$ cat src/rtl/ddram_arb.sv
// ddram_arb: shares the MiSTer DDR3 Avalon-MM port between video (port 0) and CPU (port 1).
// Round-robin by default; define DDRAM_ARB_FIXPRIO_EN to give port 0 strict priority.
module ddram_arb #(
    parameter int AW = 29,
    parameter int BW = 8
) (
    input  logic          clk,
    input  logic          _reset,

    input  logic          r0_req,
    input  logic          r0_we,
    input  logic [AW-1:0] r0_addr,
    input  logic [BW-1:0] r0_burstcnt,
    input  logic [63:0]   r0_din,
    input  logic [7:0]    r0_be,
    output logic          r0_ack,
    output logic [63:0]   r0_dout,
    output logic          r0_rdvalid,

    input  logic          r1_req,
    input  logic          r1_we,
    input  logic [AW-1:0] r1_addr,
    input  logic [BW-1:0] r1_burstcnt,
    input  logic [63:0]   r1_din,
    input  logic [7:0]    r1_be,
    output logic          r1_ack,
    output logic [63:0]   r1_dout,
    output logic          r1_rdvalid,

    input  logic          DDRAM_BUSY,
    output logic [BW-1:0] DDRAM_BURSTCNT,
    output logic [AW-1:0] DDRAM_ADDR,
    output logic          DDRAM_RD,
    output logic          DDRAM_WE,
    output logic [63:0]   DDRAM_DIN,
    output logic [7:0]    DDRAM_BE,
    input  logic [63:0]   DDRAM_DOUT,
    input  logic          DDRAM_DOUT_READY
);
    typedef enum logic [1:0] {S_IDLE, S_ISSUE, S_RDWAIT} state_t;

    state_t        state_q, state_d;
    logic          owner_q, owner_d;
    logic          rd_q, rd_d;
    logic          wr_q, wr_d;
    logic [BW-1:0] cnt_q, cnt_d;
    logic [BW-1:0] burst_q, burst_d;
    logic [AW-1:0] addr_q, addr_d;
    logic [63:0]   din_q, din_d;
    logic [7:0]    be_q, be_d;
`ifndef DDRAM_ARB_FIXPRIO_EN
    logic          last_q, last_d;
`endif

    logic          win;
    logic          win_we;
    logic [BW-1:0] win_bc;
    logic          accept;
    logic          beat;
    logic [BW-1:0] cnt_inc;

    always_comb begin
`ifdef DDRAM_ARB_FIXPRIO_EN
        win = ~r0_req;
`else
        win = (r0_req & r1_req) ? ~last_q : r1_req;
`endif
    end

    assign win_we  = win ? r1_we : r0_we;
    assign win_bc  = win ? r1_burstcnt : r0_burstcnt;
    assign accept  = (rd_q | wr_q) & ~DDRAM_BUSY;
    // Beats may arrive while the read strobe is still up (controller fast path).
    assign beat    = DDRAM_DOUT_READY & (((state_q == S_ISSUE) & rd_q) | (state_q == S_RDWAIT));
    assign cnt_inc = cnt_q + {{(BW-1){1'b0}}, beat};

    always_comb begin
        state_d = state_q;
        owner_d = owner_q;
        rd_d    = rd_q;
        wr_d    = wr_q;
        cnt_d   = cnt_q;
        burst_d = burst_q;
        addr_d  = addr_q;
        din_d   = din_q;
        be_d    = be_q;
`ifndef DDRAM_ARB_FIXPRIO_EN
        last_d  = last_q;
`endif
        case (state_q)
            S_IDLE: begin
                cnt_d = '0;
                if (r0_req | r1_req) begin
                    owner_d = win;
`ifndef DDRAM_ARB_FIXPRIO_EN
                    last_d  = win;
`endif
                    rd_d    = ~win_we;
                    wr_d    = win_we;
                    burst_d = (win_we || win_bc == '0) ? {{(BW-1){1'b0}}, 1'b1} : win_bc;
                    addr_d  = win ? r1_addr : r0_addr;
                    din_d   = win ? r1_din : r0_din;
                    be_d    = win ? r1_be : r0_be;
                    state_d = S_ISSUE;
                end
            end
            S_ISSUE: begin
                cnt_d = cnt_inc;
                if (accept) begin
                    rd_d = 1'b0;
                    wr_d = 1'b0;
                    if (wr_q || cnt_inc >= burst_q) state_d = S_IDLE;
                    else                             state_d = S_RDWAIT;
                end
            end
            S_RDWAIT: begin
                cnt_d = cnt_inc;
                if (cnt_inc >= burst_q) state_d = S_IDLE;
            end
            default: state_d = S_IDLE;
        endcase
    end

    always_ff @(posedge clk or negedge _reset) begin
        if (!_reset) begin
            state_q <= S_IDLE;
            owner_q <= 1'b0;
            rd_q    <= 1'b0;
            wr_q    <= 1'b0;
            cnt_q   <= '0;
            burst_q <= '0;
            addr_q  <= '0;
            din_q   <= '0;
            be_q    <= '0;
`ifndef DDRAM_ARB_FIXPRIO_EN
            last_q  <= 1'b1;
`endif
        end else begin
            state_q <= state_d;
            owner_q <= owner_d;
            rd_q    <= rd_d;
            wr_q    <= wr_d;
            cnt_q   <= cnt_d;
            burst_q <= burst_d;
            addr_q  <= addr_d;
            din_q   <= din_d;
            be_q    <= be_d;
`ifndef DDRAM_ARB_FIXPRIO_EN
            last_q  <= last_d;
`endif
        end
    end

    assign DDRAM_RD       = rd_q;
    assign DDRAM_WE       = wr_q;
    assign DDRAM_ADDR     = addr_q;
    assign DDRAM_BURSTCNT = burst_q;
    assign DDRAM_DIN      = din_q;
    assign DDRAM_BE       = be_q;

    assign r0_ack     = accept & ~owner_q;
    assign r1_ack     = accept & owner_q;
    assign r0_rdvalid = beat & ~owner_q;
    assign r1_rdvalid = beat & owner_q;
    assign r0_dout    = DDRAM_DOUT;
    assign r1_dout    = DDRAM_DOUT;
endmodule

$ cat config.mk
export PLATFORM = sky130hd
export DESIGN_NAME = ddram_arb
export DESIGN_NICKNAME = d
export VERILOG_FILES = /design/src/rtl/ddram_arb.sv
export SDC_FILE = /design/constraint.sdc
export NUM_CORES = 1
export LEC_CHECK = 0
export BUFFER_PORTS_ARGS = -buffer_cell sky130_fd_sc_hd__buf_2
export CAP_MARGIN = 25
export CORE_AREA = 2 2 206 208
export DETAILED_ROUTE_END_ITERATION = 10
export DIE_AREA = 0 0 208 210
export GPL_ROUTABILITY_DRIVEN = 1
export SETUP_SLACK_MARGIN = 0.3
export SLEW_MARGIN = 0
export SYNTH_ARGS = -nofsm -noshare
export SYNTH_HDL_FRONTEND = slang
export SYNTH_SLANG_ARGS = --single-unit
$ cat constraint.sdc
create_clock -name clk -period 9.8 [get_ports clk]
set_clock_uncertainty 0.1 [all_clocks]
set_input_delay 1.96 -clock clk [delete_from_list [all_inputs] [get_ports clk]]
set_output_delay 1.96 -clock clk [all_outputs]
set_load 0.05 [all_outputs]
After elaboration in Yosys (flattened, before gate mapping). Index checks and enable logic that the tools add are counted.

Word-level logic and storage cells: 60. Flip-flop bits (word level): 123. Memories kept: 0. Memory bits (writable): 0. Bits of input ports: 290. Output and inout bits: 243. ROM bits: 0. Latch bits: 0.

Shifts and indexed selects: 0. Eq/ne operators: 5. Div/mod/pow operators: 0. $lt $le $gt $ge: 1. Multiplexer cells: 18. Bitwise logic cells: 15. Reduce and logical (&&, ||, !) cells: 10. Multiply operators: 0. $add $sub $neg: 1.

Operator list (count): $mux 64 (1); $mux 29 (1); $mux 8 (3); $pmux 8 s2 (1); $add 8x1->8 (1); $and 1x1->1 (8); $ge 8x8->1 (1); $logic_not 8->1 (1); $mux 2 (4); $pmux 2 s3 (1); $reduce_and 3->1 (2); $mux 1 (5); $ne 2x2->1 const B (2); $not 1->1 (4); $pmux 1 s2 (2); $reduce_bool 2->1 (2); $or 1x1->1 (3); $eq 2x1->1 const B (1); $eq 2x2->1 const B (1); $logic_not 2->1 (1); $logic_or 1x1->1 (2); $ne 2x1->1 const B (1); $reduce_and 2->1 (1); $reduce_or 2->1 (1).

Longest topological paths before layout. Gate-level depths: netlist (run 1).

Word-level depth: 10. Mapped depth: 14. Mapped depth without buffers: 14.

Worst setup path before layout (run 1). OpenSTA, ideal clock, no wires.

Kind: input-to-output. Start point: in DDRAM_BUSY. End point: out r0_ack. Slack: 4921 ps. Data arrival time: 2819 ps. Stages: 2. Buffers on the path: 0. Required time: 7740 ps. Cell sequence: o21bai_1 nor2_1.

Word-level cells in the longest chain between the ends: 3.

RTL lines: from (decl) (RTL line 30) `input logic DDRAM_BUSY,`; $not 1->1 (RTL line 72) `assign accept = (rd_q | wr_q) & ~DDRAM_BUSY;`; $and 1x1->1 (RTL line 72); $and 1x1->1 (RTL line 161) `assign r0_ack = accept & ~owner_q;`; to (decl) (RTL line 16) `output logic r0_ack,`.

Every way passes these cells.

Worst setup path after layout (run 1).
Start point: in DDRAM_DOUT_READY. End point: out r1_rdvalid.

Word-level cells in the longest chain between the ends: 2.

RTL lines: from (decl) (RTL line 38) `input logic DDRAM_DOUT_READY`; $and 1x1->1 (RTL line 74) `assign beat = DDRAM_DOUT_READY & (((state_q == S_ISSUE) & rd_q) | (state_q == S_RDWAIT));`; $and 1x1->1 (RTL line 164) `assign r1_rdvalid = beat & owner_q;`; to (decl) (RTL line 28) `output logic r1_rdvalid,`.

Every way passes these cells.

==> results of run 1 <==
worst paths after layout:
kind / from / to / slack (ns) / cells after the start
worst max-delay path: DDRAM_DOUT_READY / r1_rdvalid / 5.01 / 4
max in group asynchronous: _reset / DDRAM_DIN[3]$_DFFE_PN0P_ / 6.88 / 2
worst min-delay path: DDRAM_ADDR[1]$_DFFE_PN0P_ / DDRAM_ADDR[1]$_DFFE_PN0P_ / 0.38 / 2
worst min register to register: DDRAM_ADDR[1]$_DFFE_PN0P_ / DDRAM_ADDR[1]$_DFFE_PN0P_ / 0.38 / 2
min in group asynchronous: _reset / DDRAM_BURSTCNT[6]$_DFFE_PN0P_ / 1.42 / 1
worst max register to register: state_q[1]$_DFFE_PN0P_ / state_q[0]$_DFFE_PN0P_ / 6.20 / 13
metal layers:
layer | vias to the layer above | routed length (um) | global-route usage
li1 | 2736 | - | -
met5 | - | 0 | 0
met1 | 2588 | 8350 | 0.106
met3 | 35 | 1890 | 0.0462
met4 | 0 | 591 | 0.0484
met2 | 230 | 9970 | 0.151
synth_stat cells, types with 4 or more instances:
library cell	n
a21oi_1	9
buf_2	10
inv_1	15
xor2_1	4
buf_12	10
clkbuf_1	9
dfrtp_1	122
ha_1	14
nand2_1	118
o21ai_1	97
mux2i_1	110
nor3_1	6
o21ai_0	7
nor2_1	9
o31ai_1	8
buf_4	132
a22o_1	8
sequential cells by signal, summed over array words and instances, names as in the netlist:
register        flops
DDRAM_WE            1
cnt_q               8
state_q             2
owner_q             1
DDRAM_RD            1
DDRAM_DIN          64
DDRAM_ADDR         29
DDRAM_BURSTCNT      8
last_q              1
DDRAM_BE            8
kinds of logic (layout without fill, tap and decap cells):
family,Yosys count,in the layout
buf+inv,180,393
simple gates,149,149
compound gates,142,142
flops,123,123
mux,111,111
fa+ha+maj,14,14
xor+xnor,7,7
placed cells by master (no fill, tap or decap), types with 2 or more instances in the layout:
master	Yosys	final
clkinv_2	0	3
clkbuf_1	9	5
inv_1	15	15
nand2_1	118	118
a22o_1	8	8
ha_1	14	14
a21oi_1	9	9
and2_1	2	2
buf_4	132	6
nor3_1	6	6
o21ai_0	7	7
xnor2_1	3	3
xor2_1	4	4
buf_2	10	339
o21ai_1	97	97
o31ai_1	8	8
dfrtp_1	122	122
o22ai_1	2	2
nor2b_1	3	3
nor2_1	9	9
clkbuf_16	0	17
bufinv_16	0	3
nor4_1	2	2
nand3_1	2	2
a21o_1	2	2
mux2i_1	110	110
clkbuf_8	0	3
stage by stage:
stage	setup slack (ns)	util	cells
6_report	5.01	0.216	1478
5_1_grt	4.93	0.216	1478
4_1_cts	5.01	0.216	1478
3_5_place_dp	5.01	0.202	1446
3_3_place_gp	4.99	0.202	1446
2_1_floorplan	4.92	-	726
layout make-up:
type	instances	area [sq um]	area share
Clock inverter	7	113	0.0125
Inverter	15	56.3	0.00627
Multi-Input combinational cell	423	2820	0.314
Tap cell	539	674	0.0751
Sequential cell	123	3080	0.343
Clock buffer	25	485	0.0541
Timing Repair Buffer	346	1750	0.195
power breakdown:
part | leakage (nW) | internal (W) | switching, W
Clock | 0.291 | 0.000419 | 0.000232
Combinational | 2.70 | 0.000444 | 0.00132
Sequential | 1.53 | 0.000746 | 0.000132
Total | 4.52 | 0.00161 | 0.00169
critical path: cells and delay by family:
kind | cells | cell delay, ns
buffers and inverters | 2 | 0.32
and+or+nand+nor | 2 | 0.44
==> impl_metrics.csv, run 1 <==
group,metric,value,unit
outcome,status,"finished, final reports clean",
logic_synthesis,synthTopCellsByArea,"dfrtp_1 (42%), mux2i_1 (15%), buf_4 (14%), o21ai_1 (6.7%), nand2_1 (6.1%)",
critical_path,path_cells,"buf_2, nor2b_1, and2_1, buf_2",
placement,numPortBuffers,340,
route,ant_nets,0,
critical_path,crit_fanout,4,
route,vias,5589,
power,max-vdd-ir-drop,122,uV
logic_synthesis,synth.top_cell.area_share,0.421,
timing,hold_violations,0,
logic_synthesis,netlist_instances,726,
floorplan,die_h,210,um
critical_path,required,7.74,ns
timing,fmax,0.209,GHz
clock_network,htreeDepth,4,
route,wl_per_cell,14.1,um
timing,rsz0062_at_grt,"false",
logic_synthesis,synth_edf_count,0,
clock_network,cts_buffer_depth,2,
clock_network,cts-root-buf,"clkbuf_16",
logic_synthesis,synth_top_family_by_area,"buffers and inverters",
critical_path,critPathArrivalTime,2.73,ns
critical_path,cpMostUsedCell,"buf_2",
floorplan,die-area,43700,sq um
floorplan,start_util,0.175,
grt,grt_max_degree,96,
timing,report.final.setup_viol,0,
critical_path,startpoint_type,"input port",
grt,first_global_vias,5691,
logic_synthesis,synth_largest_area_cell,"dfrtp_1",
logic_synthesis,synth-seq-area-share,0.425,
critical_path,endpoint_kind,"primary output",
logic_synthesis,synthAdderAreaFrac,0.0242,
route,routed_via_density,3.78,
power,power.density,367,nW/um^2
floorplan,die-width,208,um
placement,hpwl,16400,um
cells_and_area,design_area,8980,sq um
timing,slew_violations,0,
cells_and_area,area_growth,23.8,%
power,p_leak,4.52,nW
route,drt_wl_total,20800,um
clock_network,numClockSinks,123,
clock_network,cts_buffers,17,
logic_synthesis,synthFlopType,"dfrtp_1",
clock_network,cts_tree,"done",
critical_path,crit_type,"in2out",
floorplan,rows,75,
timing,tns,0,ns
timing,tightest_slew,0.958,ns
grt,antenna_found_initial,0,
cells_and_area,nets,1230,
critical_path,crit_slowest_cell,"nor2b_1",
clock_network,cts_resized,0,
route,first_iter_violations,176,
cells_and_area,n_antenna_cell,0,
logic_synthesis,synthSimpleGateAreaFrac,0.0858,
placement,gp_congestion,0.780,
run,drv_cap,0,
clock_network,clock_latency,0.43,ns
grt,grt_pass1_wl,31600,um
logic_synthesis,syn-num-nets,1030,
cells_and_area,fillers,4576,
power,total_power,0.00330,W
logic_synthesis,synth-compound-area-share,0.115,
floorplan,core,41500,sq um
clock_network,postCtsSetupRepairBufs,0,
clock_network,path_clk_slew,0.05,ns
floorplan,io_pins,533,
timing,fin_crit_sh,0.489,
logic_synthesis,ys_seq_elements,123,
timing,whs,0.377,ns
critical_path,critPathMaxStageDelay,0.27,ns
placement,dpl_cell_area,8380,sq um
logic_synthesis,ys_types,45,
route,drt_pass1_iterations,4,
cells_and_area,layout-drive-gt1-share,0.407,
route,drcViolationCount,0,
logic_synthesis,synth.area.mux_share,0.154,
timing,min_period,4.79,ns
logic_synthesis,synth_async_sr_flop_share,1.00,
clock_network,cts_hold_buf,0,
timing,slew_headroom,0.361,
grt,grt_overflow,0,
logic_synthesis,avgSynthCellArea,9.99,sq um
logic_synthesis,syn_area,7250,sq um
logic_synthesis,ys_warn_count,0,
min_path,hold_path.class,"reg2reg",
logic_synthesis,synth-xor-area-share,0.00846,
grt,grtUsageTotal,0.0950,
No activity file was read; power rests on OpenSTA's default activity.
==> run 2, diff against run 1 <==
==> constraint.sdc (replaced) <==
create_clock -name clk -period 3.98 [get_ports clk]
set_clock_uncertainty 0.1 [all_clocks]
set_input_delay 0.796 -clock clk [delete_from_list [all_inputs] [get_ports clk]]
set_output_delay 0.796 -clock clk [all_outputs]
set_load 0.05 [all_outputs]
==> run 2 against run 1 <==
Against the previous run: worst setup slack worse by 4.5 ns; register-to-register slack worse by 5.7 ns; critical path depth is 9 higher; via count is 0.91% higher; sequential share of layout area is 0.19 points lower; count of clock-buffer cells in the layout is 4 lower; critical endpoint is now state_q[0]$_DFFE_PN0P_; highest routed layer unchanged.
==> impl_metrics.csv, run 2 (same netlist as run 1, synthesis figures left out) <==
group,metric,value,unit
timing,report.final.setup_viol,0,
timing,hold_violations,0,
critical_path,startpoint_type,"flop",
floorplan,io_pins,533,
timing,slew_headroom,0.587,
floorplan,die-area,43700,sq um
critical_path,critPathArrivalTime,3.76,ns
grt,antenna_found_initial,0,
power,p_int,0.00391,W
critical_path,endpoint_kind,"flop",
clock_network,cts_hold_buf,0,
timing,fin_crit_sh,0.876,
clock_network,clock_latency,0.46,ns
timing,tns,0,ns
critical_path,required,4.26,ns
route,wl_per_cell,13.9,um
route,first_iter_violations,196,
floorplan,rows,75,
critical_path,worst-path-buf-inv,1,
route,drt_wl_total,20500,um
power,p_leak,4.53,nW
placement,dpl_cell_area,8430,sq um
power,p_sw,0.00415,W
cells_and_area,area_growth,24.5,%
timing,tightest_slew,0.620,ns
cells_and_area,design_area,9030,sq um
power,power.density,892,nW/um^2
cells_and_area,final_cell_mix,"buf_2 (339), dfrtp_1 (122), nand2_1 (118)",
floorplan,core,41500,sq um
floorplan,die-width,208,um
grt,grt_pass1_wl,31200,um
timing,slew_violations,0,
critical_path,crit_slowest_cell,"or4b_1",
route,vias,5640,
route,routed_via_density,3.82,
floorplan,start_util,0.175,
power,seqPwrFrac,0.267,
grt,first_global_vias,5582,
critical_path,cpMostUsedCell,"ha_1",
cells_and_area,nets,1231,
critical_path,crit_type,"reg2reg",
route,ant_nets,0,
cells_and_area,fillers,4627,
min_path,hold_path.class,"in2async",
grt,grt_overflow,0,
power,comb_power_share,0.543,
timing,rsz0062_at_grt,"false",
timing,fmax,0.287,GHz
critical_path,path_cells,"inv_1, ha_1, a21oi_1, nor2b_2, ha_2, nand3_1, nor3_2, xor2_1, ha_1, nor2b_1, or4b_1, o21bai_2, mux2i_1",
route,drt_pass1_iterations,5,
floorplan,die_h,210,um
clock_network,cts_buffers,17,
power,p_clk_frac,0.189,
clock_network,numClockSinks,123,
clock_network,htreeDepth,4,
clock_network,cts_tree,"done",
route,drcViolationCount,0,
grt,grtUsageTotal,0.0950,
clock_network,path_clk_slew,0.06,ns
clock_network,cts_buffer_depth,2,
power,switching_share,0.515,
clock_network,cts-root-buf,"clkbuf_16",
placement,numPortBuffers,340,
cells_and_area,layout_commonest_cell,"buf_2",
timing,min_period,3.49,ns
run,drv_cap,0,
critical_path,critPathMaxStageDelay,0.49,ns
grt,grt_max_degree,117,
critical_path,crit_fanout,6,
outcome,status,"finished, final reports clean",
placement,gp_congestion,0.813,
critical_path,critical_path.top_delay_family,"simple AND/OR/NAND/NOR gates",
power,max-vdd-ir-drop,328,uV
placement,hpwl,16000,um
cells_and_area,layout-drive-gt1-share,0.413,
cells_and_area,largest_reg_flops,64,
==> run 2: cell count changes in the layout (fill, tap and decap cells not counted), sizes merged <==
| cell | previous run | this run |
|---|---|---|
| buf | 346 | 347 |
| clkbuf | 25 | 21 |
| clkinvlp | 1 | 2 |
| clkinv | 3 | 4 |
| diode | 0 | 1 |
| bufinv | 3 | 2 |
==> run 2: layout make-up <==
cell class | count | area [sq um] | share of cell area
diodes | 1 | 2.50 | 0.000277
clock buffers | 21 | 470 | 0.0521
clock inverters | 8 | 95.1 | 0.0105
inverters | 15 | 56.3 | 0.00624
multi-input cells | 423 | 2830 | 0.313
flip-flops and latches | 123 | 3080 | 0.341
well taps | 539 | 674 | 0.0747
repair buffers | 347 | 1820 | 0.202
==> run 2: layer usage <==
layer	up-vias	share of wire	GRT usage
li1	2746	-	-
met1	2571	0.39	0.103
met2	276	0.47	0.147
met3	47	0.10	0.0547
met4	0	0.030	0.0521
met5	-	0	0
==> run 2: worst reg2reg max path: cells and delay by family (launching register included) <==
family                     cells  cell delay [ns]
DFF                            1             0.41
adders and majority gates      3             0.80
muxes                          1             0.19
xor gates and xnor gates       1             0.23
AOI/OAI and AO/OA              2             0.29
and+or+nand+nor                5             1.31
buffers and inverters          1             0.09
==> run 2: timing repair <==
action,4_1_cts,5_1_grt
gates resized for setup,0,3
setup endpoints to repair,0,2
buffers inserted,0,2
==> run 2: worst paths after layout <==
path	startpoint	to	slack, ns	cells after the start
worst max register to register	state_q[1]$_DFFE_PN0P_	state_q[0]$_DFFE_PN0P_	0.49	13
worst min-delay path	_reset	DDRAM_BURSTCNT[1]$_DFFE_PN0P_	0.20	1
worst max-delay path	state_q[1]$_DFFE_PN0P_	state_q[0]$_DFFE_PN0P_	0.49	13
min in group clk	DDRAM_DIN[51]$_DFFE_PN0P_	DDRAM_DIN[51]$_DFFE_PN0P_	0.37	2
worst min register to register	DDRAM_DIN[51]$_DFFE_PN0P_	DDRAM_DIN[51]$_DFFE_PN0P_	0.37	2
max in group asynchronous	_reset	DDRAM_BE[3]$_DFFE_PN0P_	2.80	2
==> run 2: power by group through the flow <==
stage | registers (W) | clock network [W] | logic (W)
global placement | 0.00216 | 0 | 0.00438
CTS | 0.00216 | 0.00161 | 0.00443
finish | 0.00215 | 0.00153 | 0.00437
floorplan | 0.00405 | 0 | 0.00185
detailed placement | 0.00217 | 0 | 0.00445
global route | 0.00224 | 0.00165 | 0.00469
==> run 2: per-stage QoR <==
step                total power, W  hold slack (ns)  std cells  worst slack [ns]   util
finish                     0.00805            0.202       1477             0.495  0.218
global route               0.00858            0.222       1476             0.267  0.218
CTS                        0.00821            0.184       1474             0.378  0.217
detailed placement         0.00662            0.369       1445             0.369  0.203
global placement           0.00654            0.364       1445             0.453  0.203
floorplan                  0.00590            0.387        726             0.775      -
==> run 3, diff against run 2 <==
--- a/config.mk
+++ b/config.mk
@@ -8,6 +8,7 @@
 export BUFFER_PORTS_ARGS = -buffer_cell sky130_fd_sc_hd__buf_2
 export CAP_MARGIN = 25
 export CORE_AREA = 2 2 206 208
+export CTS_BUF_LIST = sky130_fd_sc_hd__clkbuf_16
 export DETAILED_ROUTE_END_ITERATION = 10
 export DIE_AREA = 0 0 208 210
 export GPL_ROUTABILITY_DRIVEN = 1
==> constraint.sdc (replaced) <==
create_clock -name clk -period 4 [get_ports clk]
set_clock_uncertainty 0.1 [all_clocks]
set_input_delay 0.8 -clock clk [delete_from_list [all_inputs] [get_ports clk]]
set_output_delay 0.8 -clock clk [all_outputs]
set_load 0.05 [all_outputs]
==> run 3 against run 2 <==
Against the previous run: sequential share of layout area up 0.10 points; final cell count down 0.14%; clock power about the same; register-to-register slack better by 0.04 ns; count of clock-buffer cells in the layout down 4; critical path type unchanged; die area unchanged; critical path depth unchanged; hold slack better by 0.044 ns; final area down 0.30%.
==> impl_metrics.csv, run 3 (same netlist as run 1, synthesis figures left out) <==
group,metric,value,unit
timing,setup_ws,0.538,ns
clock_network,numClockSinks,123,
cells_and_area,final_cell_mix,"buf_2 (339), dfrtp_1 (122), nand2_1 (118)",
timing,whs,0.245,ns
critical_path,timing.rr.start,"state_q[1]$_DFFE_PN0P_",
route,drt_wl_total,20400,um
route,vias,5527,
floorplan,start_util,0.175,
power,p_leak,4.53,nW
floorplan,die-width,208,um
critical_path,crit_fanout,6,
power,max-vdd-ir-drop,368,uV
placement,place_ws,0.437,ns
grt,grtUsageTotal,0.0934,
grt,grt_pass1_wl,31100,um
power,power.density,892,nW/um^2
route,drcViolationCount,0,
cells_and_area,area_growth,24.1,%
placement,numPortBuffers,340,
cells_and_area,nets,1229,
timing,fmax,0.289,GHz
grt,grt_overflow,0,
timing,fin_crit_sh,0.865,
run,drv_cap,0,
critical_path,reg2reg_to,"state_q[0]$_DFFE_PN0P_",
timing,tightest_slew,0.729,ns
placement,hpwl,16000,um
route,first_iter_violations,268,
timing,min_period,3.46,ns
clock_network,path_clk_slew,0.05,ns
clock_network,cts_buffers,17,
grt,grt_max_degree,117,
timing,slew_violations,0,
outcome,status,"finished, final reports clean",
clock_network,clock_latency,0.43,ns
floorplan,core,41500,sq um
timing,rsz0062_at_grt,"false",
cells_and_area,layout_commonest_cell,"buf_2",
cells_and_area,n_antenna_cell,0,
route,ant_nets,0,
critical_path,critPathArrivalTime,3.72,ns
critical_path,ff2ff_path_depth,13,
route,wl_per_cell,13.9,um
critical_path,crit_type,"reg2reg",
clock_network,cts_tree,"done",
route,drt_pass1_iterations,4,
timing,tns,0,ns
grt,first_global_vias,5571,
cells_and_area,largest_reg_flops,64,
clock_network,cts_buffer_depth,2,
critical_path,endpoint_kind,"flop",
clock_network,htreeDepth,4,
critical_path,required,4.25,ns
placement,gp_congestion,0.813,
timing,hold_violations,0,
cells_and_area,postLayoutCoreUtil,0.217,
grt,antenna_found_initial,0,
cells_and_area,layout-drive-gt1-share,0.405,
floorplan,rows,75,
floorplan,die-area,43700,sq um
timing,slew_headroom,0.514,
route,routed_via_density,3.75,
min_path,hold_path.class,"in2async",
floorplan,io_pins,533,
clock_network,postCtsSetupRepairBufs,0,
critical_path,r2r_slack,0.54,ns
critical_path,startpoint_type,"flop",
clock_network,cts-root-buf,"clkbuf_16",
timing,report.final.setup_viol,0,
floorplan,die_h,210,um
-- run 3: cell types whose count changed in the layout (fill, tap and decap cells not counted), sizes merged --
cell    before  now
bufinv       2    3
clkbuf      21   17
inv         15   18
clkinv       4    5
diode        1    0
buf        347  345
-- run 3: layout make-up --
cell class,instances,area [sq um]
multi-input cells,423,2820
inverters,15,56.3
clock inverters,13,138
fillers,4612,32500
flip-flops and latches,123,3080
well taps,539,674
repair buffers,345,1810
clock buffers,17,425
-- run 3: how the worst max path moves through the flow --
stage | start | to | slack [ns] | depth (start not counted)
floorplan | DDRAM_DOUT_READY | state_q[0]$_DFFE_PN0P_ | 0.79 | 10
global placement | DDRAM_DOUT_READY | state_q[0]$_DFFE_PN0P_ | 0.47 | 11
detailed placement | DDRAM_DOUT_READY | state_q[0]$_DFFE_PN0P_ | 0.44 | 11
CTS | state_q[1]$_DFFE_PN0P_ | state_q[0]$_DFFE_PN0P_ | 0.45 | 13
global route | state_q[1]$_DFFE_PN0P_ | state_q[0]$_DFFE_PN0P_ | 0.34 | 13
finish | state_q[1]$_DFFE_PN0P_ | state_q[0]$_DFFE_PN0P_ | 0.54 | 13
-- run 3: stage by stage --
stage                     total power, W  area, sq um  instances
after floorplan                  0.00587         7250        726
after global placement           0.00651         8430       1445
after detailed placement         0.00659         8430       1445
after CTS                        0.00817         9000       1475
after global routing             0.00854         9000       1475
final                            0.00803         9000       1475
-- run 3: critical path, stage by stage, from the launching register on --
cell	delay, ns
dfrtp_1	0.41
inv_1	0.09
ha_1	0.25
a21oi_1	0.12
nor2b_2	0.19
ha_1	0.27
nand3_1	0.19
nor3_1	0.26
xor2_1	0.22
ha_1	0.28
nor2b_1	0.15
or4b_1	0.48
o21bai_2	0.17
mux2i_1	0.19
-- run 3: timing repair --
| action | CTS | global route |
|---|---|---|
| hold buffers | 0 | 0 |
| gates resized for setup | 0 | 1 |
| setup endpoints to repair | 0 | 2 |
-- run 3: metal layers --
| metal | global-route usage | up-vias | part of all wire | routed length, um |
|---|---|---|---|---|
| met5 | 0 | - | 0 | 0 |
| met4 | 0.0479 | 0 | 0.027 | 557 |
| met3 | 0.0456 | 40 | 0.093 | 1910 |
| met2 | 0.148 | 234 | 0.47 | 9660 |
| met1 | 0.104 | 2518 | 0.41 | 8330 |
| li1 | - | 2735 | - | - |
-- run 3: where the power goes --
part | internal (W) | switching (W) | leakage, nW
Combinational | 0.00111 | 0.00324 | 2.72
Sequential | 0.00183 | 0.000319 | 1.53
Clock | 0.000953 | 0.000568 | 0.281
